[config.mk]
export PLATFORM = sky130hd
export DESIGN_NAME = banco_registros_param
export DESIGN_NICKNAME = d
export VERILOG_FILES = /design/src/rtl/banco_registros_param.sv
export SDC_FILE = /design/constraint.sdc
export NUM_CORES = 1
export LEC_CHECK = 0
export CAP_MARGIN = 20
export CORE_MARGIN = 2
export CORE_UTILIZATION = 55
export DETAILED_ROUTE_END_ITERATION = 7
export PLACE_DENSITY_LB_ADDON = 0.2
export SYNTH_ARGS = -nofsm -noshare
export SYNTH_HDL_FRONTEND = slang
export SYNTH_SLANG_ARGS = --single-unit
[constraint.sdc]
create_clock -name clk -period 3.3 [get_ports clk]
set_input_delay 0.99 -clock clk [delete_from_list [all_inputs] [get_ports clk]]
set_output_delay 0.99 -clock clk [all_outputs]
set_load 0.01 [all_outputs]
[src/rtl/banco_registros_param.sv]
// Parametrised register file with one write port and NUM_LECT registered read ports.
// After reset or a limpiar pulse, a sequential sweep writes zero to every register.
module banco_registros_param #(
    parameter int ANCHO     = 32,
    parameter int NUM_REG   = 32,
    parameter int NUM_LECT  = 2,
    parameter int CERO_FIJO = 1,
    parameter int BYPASS    = 1,
    localparam int DIR_ANCHO = $clog2(NUM_REG)
) (
    input  logic                          clk,
    input  logic                          rst_n,
    input  logic                          limpiar,
    input  logic                          WE,
    input  logic [DIR_ANCHO-1:0]          direccionEscritura,
    input  logic [ANCHO-1:0]              datos,
    input  logic [NUM_LECT*DIR_ANCHO-1:0] direccionesLectura,
    input  logic                          leer,
    output logic [NUM_LECT*ANCHO-1:0]     salidas,
    output logic                          salidaValida,
    output logic                          ocupado
);

    typedef enum logic {LISTO, BORRANDO} estado_t;

    estado_t                   r_estado;
    logic [DIR_ANCHO-1:0]      r_indice;
    logic                      r_ocupado;
    logic                      r_valida;
    logic [NUM_LECT*ANCHO-1:0] r_salidas;
    logic [ANCHO-1:0]          r_mem [NUM_REG];

    logic                      w_escribir;
    logic                      w_leer;
    logic [ANCHO-1:0]          w_lect [NUM_LECT];

    assign w_escribir = (r_estado == LISTO) && WE &&
                        !((CERO_FIJO != 0) && (direccionEscritura == '0));
    assign w_leer     = (r_estado == LISTO) && leer;

    // Zero-register override wins over the bypass so r0 never leaks written data.
    for (genvar k = 0; k < NUM_LECT; k++) begin : g_lect
        logic [DIR_ANCHO-1:0] w_dir;
        assign w_dir = direccionesLectura[k*DIR_ANCHO +: DIR_ANCHO];
        assign w_lect[k] = ((CERO_FIJO != 0) && (w_dir == '0)) ? '0 :
                           ((BYPASS != 0) && WE && (w_dir == direccionEscritura)) ? datos :
                           r_mem[w_dir];
    end

    always_ff @(posedge clk or negedge rst_n) begin
        if (!rst_n) begin
            r_estado  <= BORRANDO;
            r_indice  <= '0;
            r_ocupado <= 1'b1;
            r_valida  <= 1'b0;
            r_salidas <= '0;
        end else begin
            case (r_estado)
                LISTO: begin
                    if (limpiar) begin
                        r_estado  <= BORRANDO;
                        r_indice  <= '0;
                        r_ocupado <= 1'b1;
                    end
                end
                BORRANDO: begin
                    if (r_indice == DIR_ANCHO'(NUM_REG - 1)) begin
                        r_estado  <= LISTO;
                        r_ocupado <= 1'b0;
                    end else begin
                        r_indice <= r_indice + DIR_ANCHO'(1);
                    end
                end
                default: begin
                    r_estado  <= BORRANDO;
                    r_indice  <= '0;
                    r_ocupado <= 1'b1;
                end
            endcase

            r_valida <= w_leer;
            if (w_leer) begin
                for (int k = 0; k < NUM_LECT; k++) begin
                    r_salidas[k*ANCHO +: ANCHO] <= w_lect[k];
                end
            end
        end
    end

    // Storage has no reset; while reset is held the FSM sits in BORRANDO at index 0.
    always_ff @(posedge clk) begin
        if (r_estado == BORRANDO) begin
            r_mem[r_indice] <= '0;
        end else if (w_escribir) begin
            r_mem[direccionEscritura] <= datos;
        end
    end

    assign salidas      = r_salidas;
    assign salidaValida = r_valida;
    assign ocupado      = r_ocupado;

endmodule

=== Word level (Yosys, flattened, before mapping) ===
Memory sizes are Yosys's and may differ from the RTL's.
Index checks and enable logic that the tools add are counted.
Widths: inputs -> output; s select.

* Memories kept: 1
* Bits in writable memories: 1,024
* Logic and storage cells: 47
* Bits of input ports: 52
* Register bits after elaboration: 72

{| class="wikitable"
|+ Memories
! name !! words !! bits a word !! rd ports !! clocked after Yosys merged registers in !! write ports !! RTL line !! RTL
|-
| r_mem || 32 || 32 || 2 || 0 || 1 || 31 || <nowiki>logic [ANCHO-1:0] r_mem [NUM_REG];</nowiki>
|}

* Reduce and logical (&&, ||, !) cells: 12
* Multiplexer cells: 21
* Bitwise gates (word level): 1
* Add/subtract/negate cells: 1
* Equal/unequal tests: 6

{| class="wikitable"
|+ Operator list
! operator !! number
|-
| $mux 32 || 5
|-
| $reduce_or 32->1 || 1
|-
| $logic_not 5->1 || 3
|-
| $mux 5 || 3
|-
| $eq 5x5->1 || 2
|-
| $mux 1 || 10
|-
| $pmux 5 s2 || 1
|-
| $add 5x1->5 const B || 1
|-
| $eq 5x5->1 const B || 1
|-
| $logic_and 1x1->1 || 5
|-
| $ne 2x2->1 const B || 2
|-
| $pmux 1 s2 || 2
|-
| $reduce_and 2->1 || 2
|-
| $ne 2x1->1 const B || 1
|-
| $logic_not 1->1 || 1
|-
| $not 1->1 || 1
|}

=== Longest topological paths before layout ===
Gate-level depths: netlist (run 1).

* Word-level depth: 8
* Gate-level depth with buffers: 9
* Mapped depth without buffers: 7

=== Worst setup path before layout (run 1) ===
OpenSTA, ideal clock, no wires.

* Path kind: input port to flip-flop
* Start: input direccionEscritura[1]
* End: memory r_mem[28][0] (enable)
* Slack: -0.701 ns
* Data required time: 2.879 ns
* Arrival: 3.580 ns
* Cell stages on the path: 7
* Library setup time: 0.421 ns
* Buffers on the path: 2
* Path through: clkbuf_1 nor3_1 a21boi_0 clkbuf_1 mux2i_1 nand2_1 nor2_1

* Cells in the longest elaborated chain, start to end: 8
* Elaborated cells between the ends (all ways): 9
* Classes of those cells: mux: 5; reduce/logical: 4

{| class="wikitable"
|+ RTL lines
! element !! RTL line !! RTL
|-
| start, declared || 15 || <nowiki>input logic [DIR_ANCHO-1:0] direccionEscritura,</nowiki>
|-
| $logic_not 5->1 || 38 || <nowiki>!((CERO_FIJO != 0) && (direccionEscritura == '0));</nowiki>
|-
| $logic_not 1->1 || 38 ||
|-
| $logic_and 1x1->1 || 37 || <nowiki>assign w_escribir = (r_estado == LISTO) && WE &&</nowiki>
|-
| $mux 1 || 94 || <nowiki>end else if (w_escribir) begin</nowiki>
|-
| $mux 1 || 92 || <nowiki>if (r_estado == BORRANDO) begin</nowiki>
|-
| $mux 1 (not written as such) || 95 || <nowiki>r_mem[direccionEscritura] <= datos;</nowiki>
|-
| $reduce_or 32->1 (no source line) || -- ||
|-
| $mux 5 (no source line) or $mux 1 (tied branches) || -- ||
|-
| end, declared || 31 ||
|}

Several ways; a longest one is shown, not always the timed one.

=== Worst setup path after layout (run 1) ===
* Start: register r_salidas[22], in the netlist salidas[22]
* End: output salidas[22]

{| class="wikitable"
|+ RTL lines
! element !! RTL line !! RTL
|-
| start, declared || 30 || <nowiki>logic [NUM_LECT*ANCHO-1:0] r_salidas;</nowiki>
|-
| start signal, assigned by index || 84 || <nowiki>r_salidas[k*ANCHO +: ANCHO] <= w_lect[k];</nowiki>
|-
| end, declared || 19 || <nowiki>output logic [NUM_LECT*ANCHO-1:0] salidas,</nowiki>
|}

No word-level cell between the ends.

==> impl_metrics.env, run 1 <==
export IMPL_status="finished, final reports clean"
export IMPL_synth_cells=3001
export IMPL_startpoint_class_of_the_critical_path="flop"
export IMPL_htree_num_levels=3
export IMPL_postRouteAntennaNets=0
export IMPL_num_nets_final=3349
export IMPL_power_ir_vdd_worst_mv=0.462
export IMPL_cellPowerDensity_mw_per_mm2=641
export IMPL_critical_path_rt_ns=2.31
export IMPL_mean_routed_wirelength_per_cell_um=33.3
export IMPL_antenna_found_initial=2
export IMPL_cts_made_buffers=115
export IMPL_cts_sinks=1096
export IMPL_number_of_rows_created_at_floorplan=112
export IMPL_grt_start_max_net_pins=99
export IMPL_remaining_overflow_grt=0
export IMPL_die_width_um=311
export IMPL_clock_tree_from_tritoncts="done"
export IMPL_detail_route_vias_per_cell=6.87
export IMPL_critical_path_max_stage_delay_ns=0.63
export IMPL_number_of_global_route_vias_before_repair=32800
export IMPL_async_flop_share=0.0657
export IMPL_setup_worst_path_class="flop to output port"
export IMPL_clock_fmax_ghz=0.351
export IMPL_reg2reg_setup_slack_ns=0.98
export IMPL_fillCellCount=6282
export IMPL_yosysSeqAreaShare=0.627
export IMPL_grt_first_pass_wirelength_mm=226
export IMPL_first_iter_violations=3938
export IMPL_initial_core_util=0.556
export IMPL_cts_path_max_buffers=3
export IMPL_critical_path_cell_chain="clkdlybuf4s50_1"
export IMPL_cap_violations=0
export IMPL_min_path_type="input pin to asynchronous set/reset pin"
export IMPL_drive_above_1_share=0.343
export IMPL_worst_r2r_startpoint="r_estado"
export IMPL_report_final_slew_viol_count=0
export IMPL_final_hold_viol_count=0
export IMPL_timing_critical_path_slowest_stage_cell="sky130_fd_sc_hd__clkdlybuf4s50_1"
export IMPL_leading_cell_types_in_the_layout_fill_and_taps_excluded="1024 x sky130_fd_sc_hd__edfxtp_1, 384 x sky130_fd_sc_hd__mux4_2, 210 x sky130_fd_sc_hd__nand2_1"
export IMPL_globalplace_congestion=0.936
export IMPL_clkTransAtPathRegs_ns=0.06
export IMPL_post_route_min_period_ns=2.85
export IMPL_r2r_end="r_mem[24][26]"
export IMPL_postSynthRegisterBits=1096
export IMPL_skew_ns=0.0330
export IMPL_yosys_warnings=0
export IMPL_worst_slew_margin_rel=0.259
export IMPL_cts_hold_buffers_added=0
export IMPL_dp_hpwl_mm=104
export IMPL_mappedNetlistNets=3055
export IMPL_fin_crit_sh=0.864
export IMPL_post_layout_total_power_mw=39.4
export IMPL_core_area_mm2=0.0935
export IMPL_layout_area_overhead_vs_synth_pct=18.2
export IMPL_worst_path_buf_inv=1
export IMPL_cts_post_setup_buffers_inserted=0
export IMPL_hold_slack_final_ns=0.329
export IMPL_clock_latency_ns=0.71
export IMPL_drcViolationCount=0
export IMPL_synthesis_area_mm2=0.0519
export IMPL_synth_edf_count=1024
export IMPL_dieArea_mm2=0.0969
export IMPL_numPlacedInstances=4431
export IMPL_clock_root_buffer="sky130_fd_sc_hd__clkbuf_16"
export IMPL_globalRouteTotalUtil=0.321
export IMPL_finalSetupViolCount=0
export IMPL_drt_total_wl_mm=155
export IMPL_io_buffers=117
export IMPL_post_cts_resized_instances=0
export IMPL_die_h_um=311
export IMPL_cellLeakagePower_nw=20.9
export IMPL_first_pass_iters=6
export IMPL_vias=31900
export IMPL_max_fo_critical_path=2
export IMPL_ioPinCount=118
export IMPL_crit_family="buffers and inverters"
export IMPL_synth_main_ff_cell="sky130_fd_sc_hd__edfxtp_1"
export IMPL_grt_setup_unrepaired="false"
export IMPL_synth_lib_cells_used_distinct=45
export IMPL_final_instance_count_excl_fillers=4645
export IMPL_cp_data_arrival_time_ns=1.86
export IMPL_end_kind="output port"
export IMPL_rr_worst_depth=9
export IMPL_avgSynthCellArea_um2=17.3
export IMPL_worst_slew_pin_transition_ns=1.11
export IMPL_leading_cell_type_in_the_layout_fill_and_taps_excluded="sky130_fd_sc_hd__edfxtp_1"
export IMPL_antennaDiodeCount=0
-- worst max-delay path by stage --
stage	start	end	cells past startpoint
2_1_floorplan	direccionEscritura[0]	r_mem[25][0]	7
3_3_place_gp	WE	r_mem[28][1]	9
3_5_place_dp	direccionEscritura[1]	r_mem[31][13]	9
4_1_cts	salidas[61]	salidas[61]	1
5_1_grt	salidas[61]	salidas[61]	1
6_report	salidas[22]	salidas[22]	1
-- layout make-up --
class / count / area, µm² / area share
inverter: 37 / 139 / 0.00226
multi-input combinational: 1629 / 18400 / 0.300
tap: 1254 / 1570 / 0.0256
timing repair buffer: 416 / 5080 / 0.0828
clock buffer: 149 / 3110 / 0.0506
sequential: 1096 / 32600 / 0.530
clock inverter: 64 / 548 / 0.00893
-- routing by layer --
| metal | GRT usage | up-vias | routed length (µm) |
|---|---|---|---|
| met5 | 0 | - | 0 |
| met4 | 0.198 | 0 | 11100 |
| met3 | 0.0399 | 418 | 11000 |
| met2 | 0.509 | 1802 | 74700 |
| met1 | 0.430 | 16800 | 58000 |
| li1 | - | 12900 | - |
-- cells by family after synthesis --
group | Yosys count | share of synthesized area
buffers and inverters | 276 | 0.0257
adder cells (fa/ha/maj) | 2 | 0.000482
AND/OR/NAND/NOR | 438 | 0.0382
AO/OA/AOI/OAI | 403 | 0.0604
XOR/XNOR | 13 | 0.00219
multiplexers | 773 | 0.246
flip-flops | 1096 | 0.627
-- registers in the layout, indices dropped and copies added (netlist names) --
register,count
salidas,64
r_estado,1
r_mem,1024
salidaValida,1
ocupado,1
r_indice,5
-- Yosys cell counts (28+ instances only) --
library cell	instances	area share
sky130_fd_sc_hd__nor2b_1	67	0.0081
sky130_fd_sc_hd__dfrtp_1	70	0.034
sky130_fd_sc_hd__mux2_2	195	0.042
sky130_fd_sc_hd__edfxtp_1	1024	0.59
sky130_fd_sc_hd__o2111ai_1	64	0.011
sky130_fd_sc_hd__and2_1	32	0.0039
sky130_fd_sc_hd__nor2_1	104	0.0075
sky130_fd_sc_hd__clkbuf_1	95	0.0069
sky130_fd_sc_hd__mux4_2	384	0.17
sky130_fd_sc_hd__buf_4	28	0.0040
sky130_fd_sc_hd__o21ai_0	101	0.0097
sky130_fd_sc_hd__o221ai_1	64	0.011
sky130_fd_sc_hd__o21ai_1	34	0.0033
sky130_fd_sc_hd__buf_2	83	0.0080
sky130_fd_sc_hd__inv_1	37	0.0027
sky130_fd_sc_hd__a211oi_1	72	0.010
sky130_fd_sc_hd__a211oi_2	56	0.013
sky130_fd_sc_hd__mux2i_1	194	0.037
sky130_fd_sc_hd__nand2_1	210	0.015
-- where the power goes --
group          leakage [nW]  internal [mW]  switching [mW]
combinational          8.50           3.75            4.53
clock                  1.80           7.25            5.41
sequential             10.6           17.3            1.13
-- metrics by stage --
| stage | area [µm²] | TNS [ns] | util | setup WS, ns |
|---|---|---|---|---|
| 4_1_cts | 61400 | 0 | 0.657 | 0.445 |
| 5_1_grt | 61400 | 0 | 0.657 | 0.422 |
| 3_3_place_gp | 57700 | -61.11 | 0.618 | -0.150 |
| 2_1_floorplan | 52100 | -145.69 | - | -0.509 |
| 3_5_place_dp | 57700 | -46.98 | 0.618 | -0.117 |
| 6_report | 61400 | 0 | 0.657 | 0.449 |
Note: power is estimated with default switching activity, not from simulation.
==> run 2: changes to the inputs <==
--- a/config.mk
+++ b/config.mk
@@ -10,6 +10,7 @@
 export CORE_UTILIZATION = 55
 export DETAILED_ROUTE_END_ITERATION = 7
 export PLACE_DENSITY_LB_ADDON = 0.2
+export SKIP_CTS_REPAIR_TIMING = 1
 export SYNTH_ARGS = -nofsm -noshare
 export SYNTH_HDL_FRONTEND = slang
 export SYNTH_SLANG_ARGS = --single-unit
==> results of run 2 <==
Final layout, timing and power as in run 1 (identical DEF).
